[config.mk]
export PLATFORM = sky130hd
export DESIGN_NAME = cpu_state_uart_tx_flat
export DESIGN_NICKNAME = d
export VERILOG_FILES = /design/src/rtl/cpu_state_uart_tx_if.sv /design/src/rtl/cpu_state_uart_tx.sv /design/src/flat_wrapper.sv
export SDC_FILE = /design/constraint.sdc
export NUM_CORES = 1
export LEC_CHECK = 0
export CAP_MARGIN = 0
export CORE_ASPECT_RATIO = 1.25
export CORE_MARGIN = 1
export CORE_UTILIZATION = 50
export DETAILED_ROUTE_END_ITERATION = 10
export PLACE_DENSITY = 0.76
export SLEW_MARGIN = 10
export SYNTH_ARGS = -nofsm -noshare
export SYNTH_HDL_FRONTEND = slang
export SYNTH_SLANG_ARGS = --single-unit
[constraint.sdc]
create_clock -name clk -period 2.21 [get_ports clk]
set_input_delay 0.442 -clock clk [delete_from_list [all_inputs] [get_ports clk]]
set_output_delay 0.442 -clock clk [all_outputs]
set_load 0.05 [all_outputs]
[src/rtl/cpu_state_uart_tx_if.sv]
// cpu_state_uart_tx_if
// Bundles the CPU-state tap and the serial-side status signals of the
// cpu_state_uart_tx debug readout block.
//   snap            capture strobe, one pulse per CPU step
//   r0view..r3view  CPU register views
//   zfview, cfview  CPU zero / carry flags
//   tx              UART serial line (idles high)
//   busy            packet in flight
//   done            one-cycle pulse when the last stop bit ends
//   drop_cnt        saturating count of snaps rejected while busy
// master: the side that drives the CPU state (step logic / bench).
// slave : the UART transmitter.
interface cpu_state_uart_tx_if;
    logic       snap;
    logic [7:0] r0view;
    logic [7:0] r1view;
    logic [7:0] r2view;
    logic [7:0] r3view;
    logic       zfview;
    logic       cfview;
    logic       tx;
    logic       busy;
    logic       done;
    logic [7:0] drop_cnt;

    modport master (
        output snap, r0view, r1view, r2view, r3view, zfview, cfview,
        input  tx, busy, done, drop_cnt
    );

    modport slave (
        input  snap, r0view, r1view, r2view, r3view, zfview, cfview,
        output tx, busy, done, drop_cnt
    );
endinterface

[src/rtl/cpu_state_uart_tx.sv]
// cpu_state_uart_tx
// On each snap strobe (while idle) snapshots r0..r3, zf and cf, frames them
// as the 7-byte packet A5, r0, r1, r2, r3, FLAGS, CSUM and shifts it out as
// back-to-back 8N1 UART bytes, LSB first.
//   FLAGS = {6'b0, zf, cf}
//   CSUM  = r0 ^ r1 ^ r2 ^ r3 ^ FLAGS   (header not included)
// Ports:
//   clk    system clock, rising edge
//   rst_n  asynchronous active-low reset
//   bus    cpu_state_uart_tx_if.slave: snap, r*view, zfview, cfview in;
//          tx, busy, done, drop_cnt out
// Parameters:
//   CLK_FREQ, BAUD  -> CLKS_PER_BIT = CLK_FREQ/BAUD, must be >= 2
module cpu_state_uart_tx #(
    parameter int CLK_FREQ = 50000000,
    parameter int BAUD     = 115200
) (
    input  logic                 clk,
    input  logic                 rst_n,
    cpu_state_uart_tx_if.slave   bus
);

    localparam int CLKS_PER_BIT = CLK_FREQ / BAUD;
    localparam int CNT_W        = (CLKS_PER_BIT > 2) ? $clog2(CLKS_PER_BIT) : 1;
    localparam logic [CNT_W-1:0] BAUD_LAST = CNT_W'(CLKS_PER_BIT - 1);
    localparam logic [7:0]       HEADER    = 8'hA5;
    localparam int               NUM_BYTES = 7;

    generate
        if (CLKS_PER_BIT < 2) begin : g_bad_baud
            $error("cpu_state_uart_tx: CLK_FREQ/BAUD must be >= 2");
        end
    endgenerate

    typedef enum logic [1:0] {
        S_IDLE  = 2'd0,
        S_START = 2'd1,
        S_DATA  = 2'd2,
        S_STOP  = 2'd3
    } state_t;

    state_t           state_reg,    state_next;
    logic [CNT_W-1:0] baud_cnt_reg, baud_cnt_next;
    logic [2:0]       bit_idx_reg,  bit_idx_next;
    logic [2:0]       byte_idx_reg, byte_idx_next;

    logic [NUM_BYTES-1:0][7:0] pkt_reg;
    logic [NUM_BYTES-1:0][7:0] cap_byte;
    logic [3:0][7:0]           reg_view;
    logic [7:0]                flags;

    logic       done_reg;
    logic [7:0] drop_cnt_reg;

    logic       bit_end;
    logic       last_byte;
    logic       accept;
    logic       drop;
    logic [7:0] cur_byte;
    logic       tx_out;
    logic       busy_out;

    // ------------------------------------------------------------------
    // Packet assembly from the live inputs; only latched on accept, so
    // anything the CPU does after the strobe cannot leak into the packet.
    // ------------------------------------------------------------------
    assign reg_view[0] = bus.r0view;
    assign reg_view[1] = bus.r1view;
    assign reg_view[2] = bus.r2view;
    assign reg_view[3] = bus.r3view;
    assign flags       = {6'b0, bus.zfview, bus.cfview};

    assign cap_byte[0] = HEADER;
    for (genvar gi = 0; gi < 4; gi++) begin : g_reg_bytes
        assign cap_byte[gi+1] = reg_view[gi];
    end
    assign cap_byte[5] = flags;
    assign cap_byte[6] = reg_view[0] ^ reg_view[1] ^ reg_view[2] ^ reg_view[3] ^ flags;

    // ------------------------------------------------------------------
    // Shared decode
    // ------------------------------------------------------------------
    assign bit_end   = (baud_cnt_reg == BAUD_LAST);
    assign last_byte = (byte_idx_reg == 3'(NUM_BYTES - 1));
    // The done cycle is already IDLE, so a snap there is accepted rather
    // than dropped; that is what lets packets run back to back.
    assign accept    = bus.snap && (state_reg == S_IDLE);
    assign drop      = bus.snap && (state_reg != S_IDLE);
    assign cur_byte  = pkt_reg[byte_idx_reg];

    // ------------------------------------------------------------------
    // FSM state register (plus the counters it owns)
    // ------------------------------------------------------------------
    always_ff @(posedge clk or negedge rst_n) begin
        if (!rst_n) begin
            state_reg    <= S_IDLE;
            baud_cnt_reg <= '0;
            bit_idx_reg  <= '0;
            byte_idx_reg <= '0;
        end else begin
            state_reg    <= state_next;
            baud_cnt_reg <= baud_cnt_next;
            bit_idx_reg  <= bit_idx_next;
            byte_idx_reg <= byte_idx_next;
        end
    end

    // ------------------------------------------------------------------
    // FSM next-state logic
    // ------------------------------------------------------------------
    always_comb begin
        state_next    = state_reg;
        baud_cnt_next = baud_cnt_reg;
        bit_idx_next  = bit_idx_reg;
        byte_idx_next = byte_idx_reg;

        case (state_reg)
            S_IDLE: begin
                if (bus.snap) begin
                    state_next    = S_START;
                    baud_cnt_next = '0;
                    bit_idx_next  = '0;
                    byte_idx_next = '0;
                end
            end

            S_START: begin
                if (bit_end) begin
                    state_next    = S_DATA;
                    baud_cnt_next = '0;
                    bit_idx_next  = '0;
                end else begin
                    baud_cnt_next = baud_cnt_reg + 1'b1;
                end
            end

            S_DATA: begin
                if (bit_end) begin
                    baud_cnt_next = '0;
                    if (bit_idx_reg == 3'd7) begin
                        state_next = S_STOP;
                    end else begin
                        bit_idx_next = bit_idx_reg + 3'd1;
                    end
                end else begin
                    baud_cnt_next = baud_cnt_reg + 1'b1;
                end
            end

            S_STOP: begin
                if (bit_end) begin
                    baud_cnt_next = '0;
                    if (last_byte) begin
                        state_next = S_IDLE;
                    end else begin
                        // Next start bit follows immediately, no idle gap.
                        state_next    = S_START;
                        byte_idx_next = byte_idx_reg + 3'd1;
                    end
                end else begin
                    baud_cnt_next = baud_cnt_reg + 1'b1;
                end
            end

            default: begin
                state_next = S_IDLE;
            end
        endcase
    end

    // ------------------------------------------------------------------
    // FSM outputs. tx is decoded from registered state only, so it goes
    // high the instant rst_n drops without needing a clock.
    // ------------------------------------------------------------------
    always_comb begin
        tx_out   = 1'b1;
        busy_out = 1'b1;
        case (state_reg)
            S_IDLE:  begin tx_out = 1'b1; busy_out = 1'b0; end
            S_START: tx_out = 1'b0;
            S_DATA:  tx_out = cur_byte[bit_idx_reg];
            S_STOP:  tx_out = 1'b1;
            default: begin tx_out = 1'b1; busy_out = 1'b0; end
        endcase
    end

    // ------------------------------------------------------------------
    // Snapshot register
    // ------------------------------------------------------------------
    always_ff @(posedge clk or negedge rst_n) begin
        if (!rst_n) begin
            pkt_reg <= '0;
        end else if (accept) begin
            pkt_reg <= cap_byte;
        end
    end

    // ------------------------------------------------------------------
    // done pulse: registered on the edge that ends the final stop bit, so
    // it appears in the same cycle busy first reads low.
    // ------------------------------------------------------------------
    always_ff @(posedge clk or negedge rst_n) begin
        if (!rst_n) begin
            done_reg <= 1'b0;
        end else begin
            done_reg <= (state_reg == S_STOP) && bit_end && last_byte;
        end
    end

    // ------------------------------------------------------------------
    // Overrun counter, saturating at 255, cleared only by reset.
    // ------------------------------------------------------------------
    always_ff @(posedge clk or negedge rst_n) begin
        if (!rst_n) begin
            drop_cnt_reg <= '0;
        end else if (drop && (drop_cnt_reg != 8'hFF)) begin
            drop_cnt_reg <= drop_cnt_reg + 8'd1;
        end
    end

    assign bus.tx       = tx_out;
    assign bus.busy     = busy_out;
    assign bus.done     = done_reg;
    assign bus.drop_cnt = drop_cnt_reg;

endmodule

[src/flat_wrapper.sv]
// flat-port wrapper written by rule: the top's interface ports become plain ports
module cpu_state_uart_tx_flat 
#(
    parameter int CLK_FREQ = 50000000,
    parameter int BAUD     = 115200
)
  (clk, rst_n, bus_snap, bus_r0view, bus_r1view, bus_r2view, bus_r3view, bus_zfview, bus_cfview, bus_tx, bus_busy, bus_done, bus_drop_cnt);
  cpu_state_uart_tx_if bus_i ();
  input  logic clk;
  input  logic rst_n;
  input wire logic [$bits(bus_i.snap)-1:0] bus_snap;
  input wire logic [$bits(bus_i.r0view)-1:0] bus_r0view;
  input wire logic [$bits(bus_i.r1view)-1:0] bus_r1view;
  input wire logic [$bits(bus_i.r2view)-1:0] bus_r2view;
  input wire logic [$bits(bus_i.r3view)-1:0] bus_r3view;
  input wire logic [$bits(bus_i.zfview)-1:0] bus_zfview;
  input wire logic [$bits(bus_i.cfview)-1:0] bus_cfview;
  output wire logic [$bits(bus_i.tx)-1:0] bus_tx;
  output wire logic [$bits(bus_i.busy)-1:0] bus_busy;
  output wire logic [$bits(bus_i.done)-1:0] bus_done;
  output wire logic [$bits(bus_i.drop_cnt)-1:0] bus_drop_cnt;
  assign bus_i.snap = bus_snap;
  assign bus_i.r0view = bus_r0view;
  assign bus_i.r1view = bus_r1view;
  assign bus_i.r2view = bus_r2view;
  assign bus_i.r3view = bus_r3view;
  assign bus_i.zfview = bus_zfview;
  assign bus_i.cfview = bus_cfview;
  assign bus_tx = bus_i.tx;
  assign bus_busy = bus_i.busy;
  assign bus_done = bus_i.done;
  assign bus_drop_cnt = bus_i.drop_cnt;
  cpu_state_uart_tx #(.CLK_FREQ(CLK_FREQ), .BAUD(BAUD)) u_core (.clk(clk), .rst_n(rst_n), .bus(bus_i));
endmodule
* After elaboration in Yosys (flattened, before gate mapping)
Index checks and enable logic that the tools add are counted.
** Operators by class
- $add $sub $neg :: 4
- Magnitude comparators :: 2
- Eq/ne operators :: 14
- Muxes and demuxes :: 24
- Bitwise gates (word level) :: 4
- Reduce and logical (&&, ||, !) cells :: 14
** Operator list (number)
- $bmux 8 s3 :: 1
- $xor 8x8->8 :: 3
- $mux 3 :: 6
- $mux 9 :: 2
- $pmux 9 s2 :: 1
- $mux 2 :: 5
- $reduce_and 5->1 :: 2
- $add 9x1->9 const B :: 1
- $eq 9x9->1 const B :: 1
- $pmux 3 s3 :: 1
- $add 8x1->8 const B :: 1
- $lt 3x4->1 const B :: 2
- $mux 8 :: 1
- $ne 2x1->1 const B :: 4
- $ne 8x8->1 const B :: 1
- $pmux 2 s4 :: 1
- $xor 8x2->8 :: 1
- $add 3x1->3 const B :: 2
- $eq 3x3->1 const B :: 2
- $ne 2x2->1 const B :: 3
- $pmux 3 s2 :: 1
- $logic_and 1x1->1 :: 5
- $eq 2x2->1 const B :: 2
- $reduce_and 4->1 :: 1
- 9 further kinds :: 12
** Storage, ports and cells
- Register bits after elaboration :: 69
- Input bits :: 37
- Output and inout bits :: 11
- Word-level logic and storage cells :: 75

* Depth between registers and ports, before layout
Gate-level depths: netlist of run 1.
- Word-level depth :: 5
- Mapped depth :: 8
- Depth with buffers taken out :: 7

* Least setup slack after synthesis of run 1
No wires, ideal clock.
- Kind :: register -> output
- Start :: reg u_core.state_reg[0]
- End :: out bus_tx
- Arrival :: 2694 ps
- Required time :: 1768 ps
- Setup slack :: -926 ps
- Stages on the path, launching flop included :: 7
- Buffers on the path :: 0
- Path through :: dfrtp_1 -> inv_1 -> ha_1 -> inv_1 -> or3_1 -> a311o_1 -> o311ai_1
** On the way
- Word-level cells in the longest chain between the ends :: 3
** RTL lines
- from (decl) :: RTL line cpu_state_uart_tx.sv:42 : state_t state_reg, state_next;
- from (signal assigned) :: RTL line cpu_state_uart_tx.sv:101 : state_reg <= state_next;
- $eq 2x2->1 / $logic_not 2->1 (equally long branches) :: RTL line cpu_state_uart_tx.sv:178 : case (state_reg)
- $reduce_or 2->1 (no line)
- $pmux 1 s3 (*) :: RTL line cpu_state_uart_tx.sv:178
- to (decl) :: RTL line flat_wrapper.sv:18 : output wire logic [$bits(bus_i.tx)-1:0] bus_tx;
Every way passes the cells marked *; elsewhere a longest branch is shown, timed or not.

* Worst setup path after layout of run 1
- Start :: reg u_core.byte_idx_reg[1]
- End :: out bus_tx
** On the way
- Word-level cells in the longest chain between the ends :: 5
** RTL lines
- from (decl) :: RTL line cpu_state_uart_tx.sv:45 : logic [2:0] byte_idx_reg, byte_idx_next;
- from (signal assigned) :: RTL line cpu_state_uart_tx.sv:104 : byte_idx_reg <= byte_idx_next;
- $bmux 8 s3 :: RTL line cpu_state_uart_tx.sv:89 : assign cur_byte = pkt_reg[byte_idx_reg];
- $mux 8 (not written as such) :: RTL line cpu_state_uart_tx.sv:89
- $bmux 1 s3 :: RTL line cpu_state_uart_tx.sv:181 : S_DATA: tx_out = cur_byte[bit_idx_reg];
- $mux 1 (not written as such) :: RTL line cpu_state_uart_tx.sv:181
- $pmux 1 s3 :: RTL line cpu_state_uart_tx.sv:178
Every way passes these cells. The select of a mux whose other input is x is not followed.

==> impl_metrics.yaml, run 1 <==
sta:
  fin_skew_ns: 0.009810
  number_of_endpoints_with_negative_hold_slack_in_the_final_report: 0
  final_period_minus_worst_setup_slack_ns: 2.760
  setup_viol: 1
  setup-tns-final_ns: -0.5495
  fin_ws_ns: -0.5495
  achievable-frequency_mhz: 362.4
  transition_time_at_the_pin_with_the_least_slew_margin_ns: 0.5389
  slew-limit-headroom_pct: 64.07
  share_of_the_clock_period_used_by_the_worst_path_after_layout_pct: 124.9
  minimum_hold_slack_ns: 0.09102
  slew_violations: 0
  unrepaired_setup_endpoints_after_global_routing: "yes"
cts:
  h-tree-depth: 3
  clk_pin_slew_ns: 0.08
  tritoncts_clock_tree: "yes"
  clock_insertion_delay_worst_skew_ns: 0.35
  cts.hold.buffers_added: 0
  clock_path_buffers: 2
  clkSinkCount: 69
  root_buffer: "clkbuf_8"
  numCtsBuffers: 9
floorplanning:
  die_area_um2: 7760
  ioPinCount: 48
  die_w_um: 78.99
  core_area_um2: 7062
  effective_utilization_at_floorplan_pct: 52.46
  die-height_um: 98.24
  fp-row-count: 34
place:
  detailed_place_hpwl_mm: 5.277
  gp_congestion: 0.7642
  port_buffers: 47
route:
  drt-pass1-iter-count: 4
  post_drt_via_cell_ratio: 5.399
  drt_first_iter_violations: 73
  drc: 0
  routed-via-count: 2678
  dr_wl_met2_mm: 4.025
  route.detailed.wl_per_inst_um: 15.12
  antenna_violating_nets_post_route: 0
  postRouteWirelength_mm: 7.500
  met1Wirelength_mm: 3.102
  wl_met3_um: 180
  top_layer: "met4"
global_route:
  global_route_wire_length_before_repair_mm: 12.62
  globalRouteOverflowTotal: 0
  largest_net_degree_at_the_start_of_global_routing: 53
  groute.usage.overall_pct: 21.04
  grt_antenna_before_repair: 0
  first_global_vias: 2741
cells_and_area:
  max_ffs_per_register: 43
  syn_to_final_growth_pct: 30.63
  layout_common_cells: "dfrtp_1, clkdlybuf4s50_1, mux2_2, xnor2_1, buf_4"
  final_util_pct: 68.53
  final_common_cell: "dfrtp_1"
  num-nets-final: 453
  insertedDiodeCount: 0
  share_of_final_layout_standard_cells_stronger_than_drive_strength_1_pct: 28.82
synth:
  netlist-cell-type-count: 49
  dominant_synthesized_flop_cell: "dfrtp_1"
  post_synth_mux_area_share_pct: 17.63
  postSynth.asyncResetShare_pct: 100.0
  post_synth.cell_area_avg_um2: 11.54
  area_share_of_fa_ha_maj_cells_after_synthesis_pct: 4.728
  synth-compound-area-share_pct: 7.835
  synth_top_family_by_area: "multiplexers"
  synth-edff-count: 0
  synth.cell_area_um2: 3705
  synth-simple-area-share_pct: 10.44
  ys_seq_elements: 69
  mappedNetlistNets: 372
  yosys.area_share.xor_xnor_pct: 9.456
  synth-seq-area-share_pct: 46.61
  yosys_warnings: 0
  synthesis.instances: 321
critical_path:
  crit_path_top_delay_cell: "dfrtp_2"
  critical-path-max-stage-delay_ns: 0.46
  crit_arrival_ns: 2.32
  crit_path_cell_trace: "buf_4 -> nand2_2 -> mux4_2 -> a311o_1 -> o311ai_4 -> buf_6"
  setup.worst_path.start_class: "flip-flop"
  critical_path.max_fanout: 6
  critical_path_buf_inv_count: 2
  crit_required_ns: 1.77
  worstRegToRegCells: 9
  timing.critical_path.depth: 6
  crit_end_category: "output port"
  kind_of_critical_path: "reg -> out"
  cell_family_contributing_the_most_delay_on_the_critical_path: "compound AO/OA/AOI/OAI gates"
power_and_ir_drop:
  p_leak_nw: 1.994
  report.power.total_mw: 6.262
  vdd_drop_max_mv: 1.026
  powerDensity_nw_per_um2: 1294
outcome:
  status: "finished, violations left"
  failed_checks: "negative setup slack"
min_path:
  hold_path_class: "in -> async"
run:
  maxCapViolCount: 0
==> per-stage QoR <==
stage	setup WS, ns	instance area (um^2)	std cells
floorplan	-0.2392	3745	321
global placement	-0.2994	4467	471
detailed placement	-0.4428	4467	471
CTS	-0.5246	4713	487
global route	-0.6127	4840	496
finish	-0.5495	4840	496
==> cell type report <==
type | instances | area (um^2)
Inverter | 13 | 52.55
Multi-Input combinational cell | 226 | 1949
Fill cell | 545 | 2222
Clock inverter | 5 | 83.83
Clock buffer | 10 | 137.6
Tap cell | 90 | 112.6
Sequential cell | 69 | 1729
Timing Repair Buffer | 83 | 774.5
==> Yosys cell counts (2+ instances only) <==
library cell,instances,area [um^2]
a211oi_1,2,15.01
o21ai_0,15,75.07
a22o_1,2,17.52
ha_1,14,175.2
xnor2_1,34,297.8
mux4_2,2,45.04
mux2_2,39,439.2
nand3_1,4,20.02
nand4_1,4,25.02
xor2_1,6,52.55
nand2b_1,4,25.02
mux4_1,3,78.83
nor2_1,19,71.32
inv_1,13,48.80
a21oi_1,9,45.04
clkbuf_1,7,26.28
nor4_1,2,12.51
or3_1,4,25.02
a31oi_1,2,12.51
o31ai_1,2,15.01
dfrtp_1,69,1727
buf_1,3,11.26
nor3_1,5,25.02
mux2i_1,9,90.09
and4_1,2,17.52
nand2_1,22,82.58
a2111oi_0,2,17.52
==> what timing repair did <==
action / in CTS / in global routing
pin swaps: 3 / 9
setup buffers: 1 / 9
setup endpoints to repair: 1 / 8
gates resized for setup: 9 / 13
==> per-layer routing <==
layer / GRT usage (%) / vias up
met1: 25.29 / 1316
met5: 0 / -
li1: - / 1297
met4: 9.371 / 0
met3: 3.084 / 18
met2: 36.80 / 47
==> where the power goes <==
part	switching (mW)	total [mW]	internal (mW)	leakage (nW)
Sequential	0.424	2.22	1.80	0.849
Clock	0.496	1.16	0.664	0.105
Combinational	1.38	2.88	1.50	1.04
==> worst reg2reg max path: stages (launching register included) <==
cell and delay [ns]:
dfrtp_1 0.39, buf_6 0.16, clkinvlp_4 0.17, buf_6 0.16, ha_2 0.17, nand2_2 0.06
nand2_1 0.07, o32a_1 0.40, or4_1 0.40, a21oi_1 0.13
==> cells by family (layout without fill, tap and decap cells) <==
group	Yosys count	in the layout
AO/OA/AOI/OAI	44	44
buffers and inverters	26	111
AND/OR/NAND/NOR	75	75
multiplexers	53	53
flip-flops	69	69
adder cells (fa/ha/maj)	14	14
XOR/XNOR	40	40
==> worst paths after layout <==
check | from | endpoint | slack [ns]
max in group asynchronous | rst_n | u_core.byte_idx_reg[1] | 1.65
worst min-delay path | rst_n | u_core.baud_cnt_reg[3] | 0.09
worst max-delay path | u_core.byte_idx_reg[1] | bus_tx | -0.55
worst max register to register | u_core.byte_idx_reg[0] | u_core.byte_idx_reg[2] | 0.02
worst min register to register | u_core.pkt_reg[0] | u_core.pkt_reg[0] | 0.47
min in group clk | u_core.pkt_reg[0] | u_core.pkt_reg[0] | 0.47
No activity file was read; power rests on OpenSTA's default activity.
==> inputs of run 2 (changes only) <==
Settings changed: CAP_MARGIN 0 to 5, CORE_UTILIZATION 50 to 55, PLACE_DENSITY 0.76 to 0.79.
Clock period 2.21 ns to 3.3 ns, I/O delays scaled along.
==> impl_metrics.yaml, run 2 (synthesis gave the netlist of run 1 again) <==
outcome:
  status: "finished, final reports clean"
power_and_ir_drop:
  powerDensity_nw_per_um2: 851.9
  p_leak_nw: 1.803
  combPwrFrac_pct: 42.8
  pint_mw: 2.333
  sw_frac_of_total_pct: 38.05
  vdd_drop_max_mv: 0.5680
  power_switching_mw: 1.433
  clock_power_share_pct: 16.6
  report.power.total_mw: 3.766
  power.sequential.fraction_pct: 40.6
sta:
  fin_ws_ns: 0.1599
  transition_time_at_the_pin_with_the_least_slew_margin_ns: 0.6975
  final_period_minus_worst_setup_slack_ns: 3.140
  slew-limit-headroom_pct: 53.33
  minimum_hold_slack_ns: 0.3447
  fin_skew_ns: 0.007301
  setup-tns-final_ns: 0
  unrepaired_setup_endpoints_after_global_routing: "no"
  number_of_endpoints_with_negative_hold_slack_in_the_final_report: 0
  slew_violations: 0
  share_of_the_clock_period_used_by_the_worst_path_after_layout_pct: 95.16
  setup_viol: 0
  achievable-frequency_mhz: 318.5
cells_and_area:
  num-nets-final: 421
  layout_common_cells: "dfrtp_1, clkdlybuf4s50_1, mux2_2, xnor2_1, nand2_1"
  final_common_cell: "dfrtp_1"
  num-fill-cells: 546
  fin_area_um2: 4420
  layoutNonFillerInstCount: 461
  share_of_final_layout_standard_cells_stronger_than_drive_strength_1_pct: 17.65
  final_util_pct: 67.76
  syn_to_final_growth_pct: 19.32
  max_ffs_per_register: 43
  insertedDiodeCount: 0
global_route:
  grt.met2_usage_pct: 38.84
  use_met3_pct: 5.901
  groute.usage.overall_pct: 21.97
  gr-usage-met1_pct: 25.02
  first_global_vias: 2520
  grt_antenna_before_repair: 0
  largest_net_degree_at_the_start_of_global_routing: 53
  globalRouteOverflowTotal: 0
  globalRoute.busiestLayer: "met2"
  global_route_wire_length_before_repair_mm: 11.47
place:
  port_buffers: 47
  placement.setup.worst_slack_ns: 0.5412
  placedInstanceArea_um2: 4243
  placedCellCount: 446
  detailed_place_hpwl_mm: 5.030
  gp_congestion: 0.9186
floorplanning:
  ioPinCount: 48
  die_w_um: 75.41
  fp-row-count: 33
  die-height_um: 93.76
  effective_utilization_at_floorplan_pct: 56.79
  die_area_um2: 7070
  core_area_um2: 6524
route:
  drt-pass1-iter-count: 4
  route.detailed.wl_per_inst_um: 15.07
  routed-via-count: 2550
  drt_first_iter_violations: 128
  drc: 0
  antenna_violating_nets_post_route: 0
  post_drt_via_cell_ratio: 5.531
  postRouteWirelength_mm: 6.948
cts:
  clock_insertion_delay_worst_skew_ns: 0.34
  ctsResizeCount: 0
  cts.hold.buffers_added: 0
  cts_setup_buffers: 0
  clk_pin_slew_ns: 0.07
  clock_path_buffers: 2
  h-tree-depth: 3
  clkSinkCount: 69
  root_buffer: "clkbuf_8"
  numCtsBuffers: 9
  tritoncts_clock_tree: "yes"
critical_path:
  critical_path.max_fanout: 6
  setup.worst_path.start_class: "flip-flop"
  crit_required_ns: 2.64
  kind_of_critical_path: "reg -> out"
  crit_arrival_ns: 2.48
  crit_end_category: "output port"
run:
  maxCapViolCount: 0
min_path:
  hold_path_class: "in -> async"
run 2: metal layers:
| layer | share of wire (%) | up-vias |
|---|---|---|
| li1 | - | 1232 |
| met1 | 41 | 1249 |
| met2 | 53 | 60 |
| met3 | 4.2 | 9 |
| met4 | 1.6 | 0 |
| met5 | 0 | - |
run 2: cell type report:
| type | count | area [um^2] | area share [%] |
|---|---|---|---|
| well taps | 87 | 108.9 | 2.462 |
| repair buffers | 51 | 493.0 | 11.15 |
| inverters | 13 | 48.80 | 1.104 |
| clock buffers | 14 | 172.7 | 3.906 |
| flip-flops and latches | 69 | 1727 | 39.06 |
| clock inverters | 1 | 5.005 | 0.1132 |
| multi-input cells | 226 | 1866 | 42.20 |
run 2: critical path, stage by stage (launching register included):
cell and delay (ns):
dfrtp_1 0.47, mux4_1 0.60, and2_0 0.19, a2111oi_0 0.49, o311ai_2 0.18, buf_4 0.22
run 2: path summary, 6_finish.rpt:
kind	from	end	slack [ns]	cells after the start
max in group asynchronous	rst_n	u_core.pkt_reg[22]	2.58	2
min in group clk	u_core.pkt_reg[52]	u_core.pkt_reg[52]	0.48	2
min	rst_n	u_core.baud_cnt_reg[4]	0.34	2
min reg2reg	u_core.pkt_reg[52]	u_core.pkt_reg[52]	0.48	2
max reg2reg	u_core.byte_idx_reg[0]	u_core.byte_idx_reg[2]	1.01	7
max	u_core.byte_idx_reg[1]	bus_tx	0.16	5
run 2: power by group through the flow:
| stage | Combinational [mW] | Clock [mW] | Sequential [mW] |
|---|---|---|---|
| final | 1.61 | 0.624 | 1.53 |
| after global routing | 1.77 | 0.679 | 1.58 |
| after CTS | 1.63 | 0.641 | 1.53 |
| after detailed placement | 1.62 | 0 | 1.54 |
| after global placement | 1.57 | 0 | 1.53 |
| after floorplan | 1.25 | 0 | 1.53 |
==> inputs of run 3 (changes only) <==
Settings changed: CORE_UTILIZATION 55 to 60, GPL_TIMING_DRIVEN from default to 0, PLACE_DENSITY 0.79 to 0.86, SKIP_LAST_GASP from default to 1.
==> impl_metrics.yaml, run 3 (synthesis gave the netlist of run 1 again) <==
run:
  maxCapViolCount: 0
cts:
  clock_insertion_delay_worst_skew_ns: 0.35
  tritoncts_clock_tree: "yes"
  numCtsBuffers: 9
  h-tree-depth: 3
  root_buffer: "clkbuf_8"
  clock_path_buffers: 2
  clk_pin_slew_ns: 0.07
  clkSinkCount: 69
  cts.hold.buffers_added: 0
global_route:
  first_global_vias: 2673
  globalRouteOverflowTotal: 0
  grt_antenna_before_repair: 0
  global_route_wire_length_before_repair_mm: 12.43
  largest_net_degree_at_the_start_of_global_routing: 41
  groute.usage.overall_pct: 25.32
power_and_ir_drop:
  clock_power_share_pct: 15.9
  pint_mw: 2.429
  sw_frac_of_total_pct: 38.92
  powerDensity_nw_per_um2: 886.0
  power_switching_mw: 1.548
  combPwrFrac_pct: 46.9
  vdd_drop_max_mv: 0.5075
  p_leak_nw: 1.825
  report.power.total_mw: 3.977
  power.sequential.fraction_pct: 37.1
cells_and_area:
  fin_area_um2: 4489
  syn_to_final_growth_pct: 21.18
  num-fill-cells: 400
  final_util_pct: 76.65
  share_of_final_layout_standard_cells_stronger_than_drive_strength_1_pct: 17.45
  final_common_cell: "dfrtp_1"
  layout_common_cells: "dfrtp_1, clkdlybuf4s50_1, mux2_2, xnor2_1, nand2_1"
  max_ffs_per_register: 43
  insertedDiodeCount: 0
  num-nets-final: 431
route:
  drc: 0
  antenna_violating_nets_post_route: 0
  post_drt_via_cell_ratio: 5.708
  routed-via-count: 2660
  route.detailed.wl_per_inst_um: 16.27
  drt_first_iter_violations: 121
  postRouteWirelength_mm: 7.581
  drt-pass1-iter-count: 5
place:
  port_buffers: 47
  placedInstanceArea_um2: 4303
  detailed_place_hpwl_mm: 5.488
  gp_congestion: 0.8076
sta:
  unrepaired_setup_endpoints_after_global_routing: "no"
  number_of_endpoints_with_negative_hold_slack_in_the_final_report: 0
  fin_skew_ns: 0.009340
  final_period_minus_worst_setup_slack_ns: 3.100
  share_of_the_clock_period_used_by_the_worst_path_after_layout_pct: 93.93
  setup-tns-final_ns: 0
  slew_violations: 0
  slew-limit-headroom_pct: 49.56
  transition_time_at_the_pin_with_the_least_slew_margin_ns: 0.7567
  achievable-frequency_mhz: 322.6
  setup_viol: 0
critical_path:
  crit_required_ns: 2.64
  critical_path.reg2reg.startpoint: "u_core.byte_idx_reg[0]"
  setup.worst_path.start_class: "flip-flop"
  kind_of_critical_path: "reg -> out"
  crit_end_category: "output port"
  crit_arrival_ns: 2.44
  critical_path.max_fanout: 8
  startpoint: "u_core.state_reg[0]"
min_path:
  hold_path_class: "in -> async"
floorplanning:
  ioPinCount: 48
  fp-row-count: 31
  effective_utilization_at_floorplan_pct: 63.26
  die_w_um: 72.29
  core_area_um2: 5857
  die_area_um2: 6495
  die-height_um: 89.86
outcome:
  status: "finished, final reports clean"
run 3: changes by cell type in the layout (fill, tap and decap cells not counted), moves of 2 or more:
cell / change
clkbuf_1: +7
buf_4: -4
buf_1: +3
buf_12: +2
buf_6: +2
run 3: stage by stage:
step                setup slack, ns  hold slack, ns  cells
floorplan                    0.3960          0.3644    321
global placement            -0.7280          0.4426    450
detailed placement         -0.04812          0.4445    451
CTS                         0.09346          0.2383    466
global route                0.01779          0.2502    466
finish                       0.2001          0.2292    466
run 3: worst paths after layout:
check,endpoint,slack [ns],depth (start not counted)
min in group clk,u_core.pkt_reg[0],0.46,1
min,u_core.bus.done,0.23,1
max reg2reg,u_core.byte_idx_reg[2],0.85,8
max,bus_tx,0.20,7
min reg2reg,u_core.pkt_reg[0],0.46,1
max in group asynchronous,u_core.state_reg[0],2.51,2
run 3: cell type report:
| type | instances | area [um^2] | area share (%) |
|---|---|---|---|
| tap | 82 | 102.6 | 2.285 |
| inverter | 13 | 48.80 | 1.087 |
| clock inverter | 1 | 5.005 | 0.1115 |
| timing repair buffer | 48 | 489.2 | 10.90 |
| multi-input combinational | 226 | 1869 | 41.64 |
| buffer | 13 | 73.82 | 1.644 |
| clock buffer | 14 | 172.7 | 3.846 |
| sequential | 69 | 1728 | 38.49 |
run 3: metal layers:
metal | track usage [%] | part of all wire (%) | wire (um) | up-vias
li1 | - | - | - | 1253
met1 | 29.63 | 41 | 3079 | 1334
met3 | 7.399 | 3.3 | 248 | 12
met2 | 43.15 | 54 | 4129 | 61
met4 | 9.477 | 1.6 | 124 | 0
met5 | 0 | 0 | 0 | -
run 3: power groups by stage:
stage	Clock (mW)	Sequential, mW	Combinational, mW
2_1_floorplan	0	1.53	1.25
3_3_place_gp	0	1.46	1.78
3_5_place_dp	0	1.48	1.84
4_1_cts	0.637	1.47	1.85
5_1_grt	0.683	1.52	2.01
6_report	0.634	1.48	1.87
run 3: timing repair:
item | CTS | global route
gates resized for setup | 7 | 4
setup buffers | 0 | 0
endpoints found under the setup margin | 1 | 1
run 3: critical path, cell delays in order, from the launching register on:
cell and delay, ns:
dfrtp_2 0.46, inv_1 0.12, ha_1 0.22, inv_1 0.10
or3_1 0.37, a311o_1 0.34, o311ai_2 0.27, buf_6 0.21
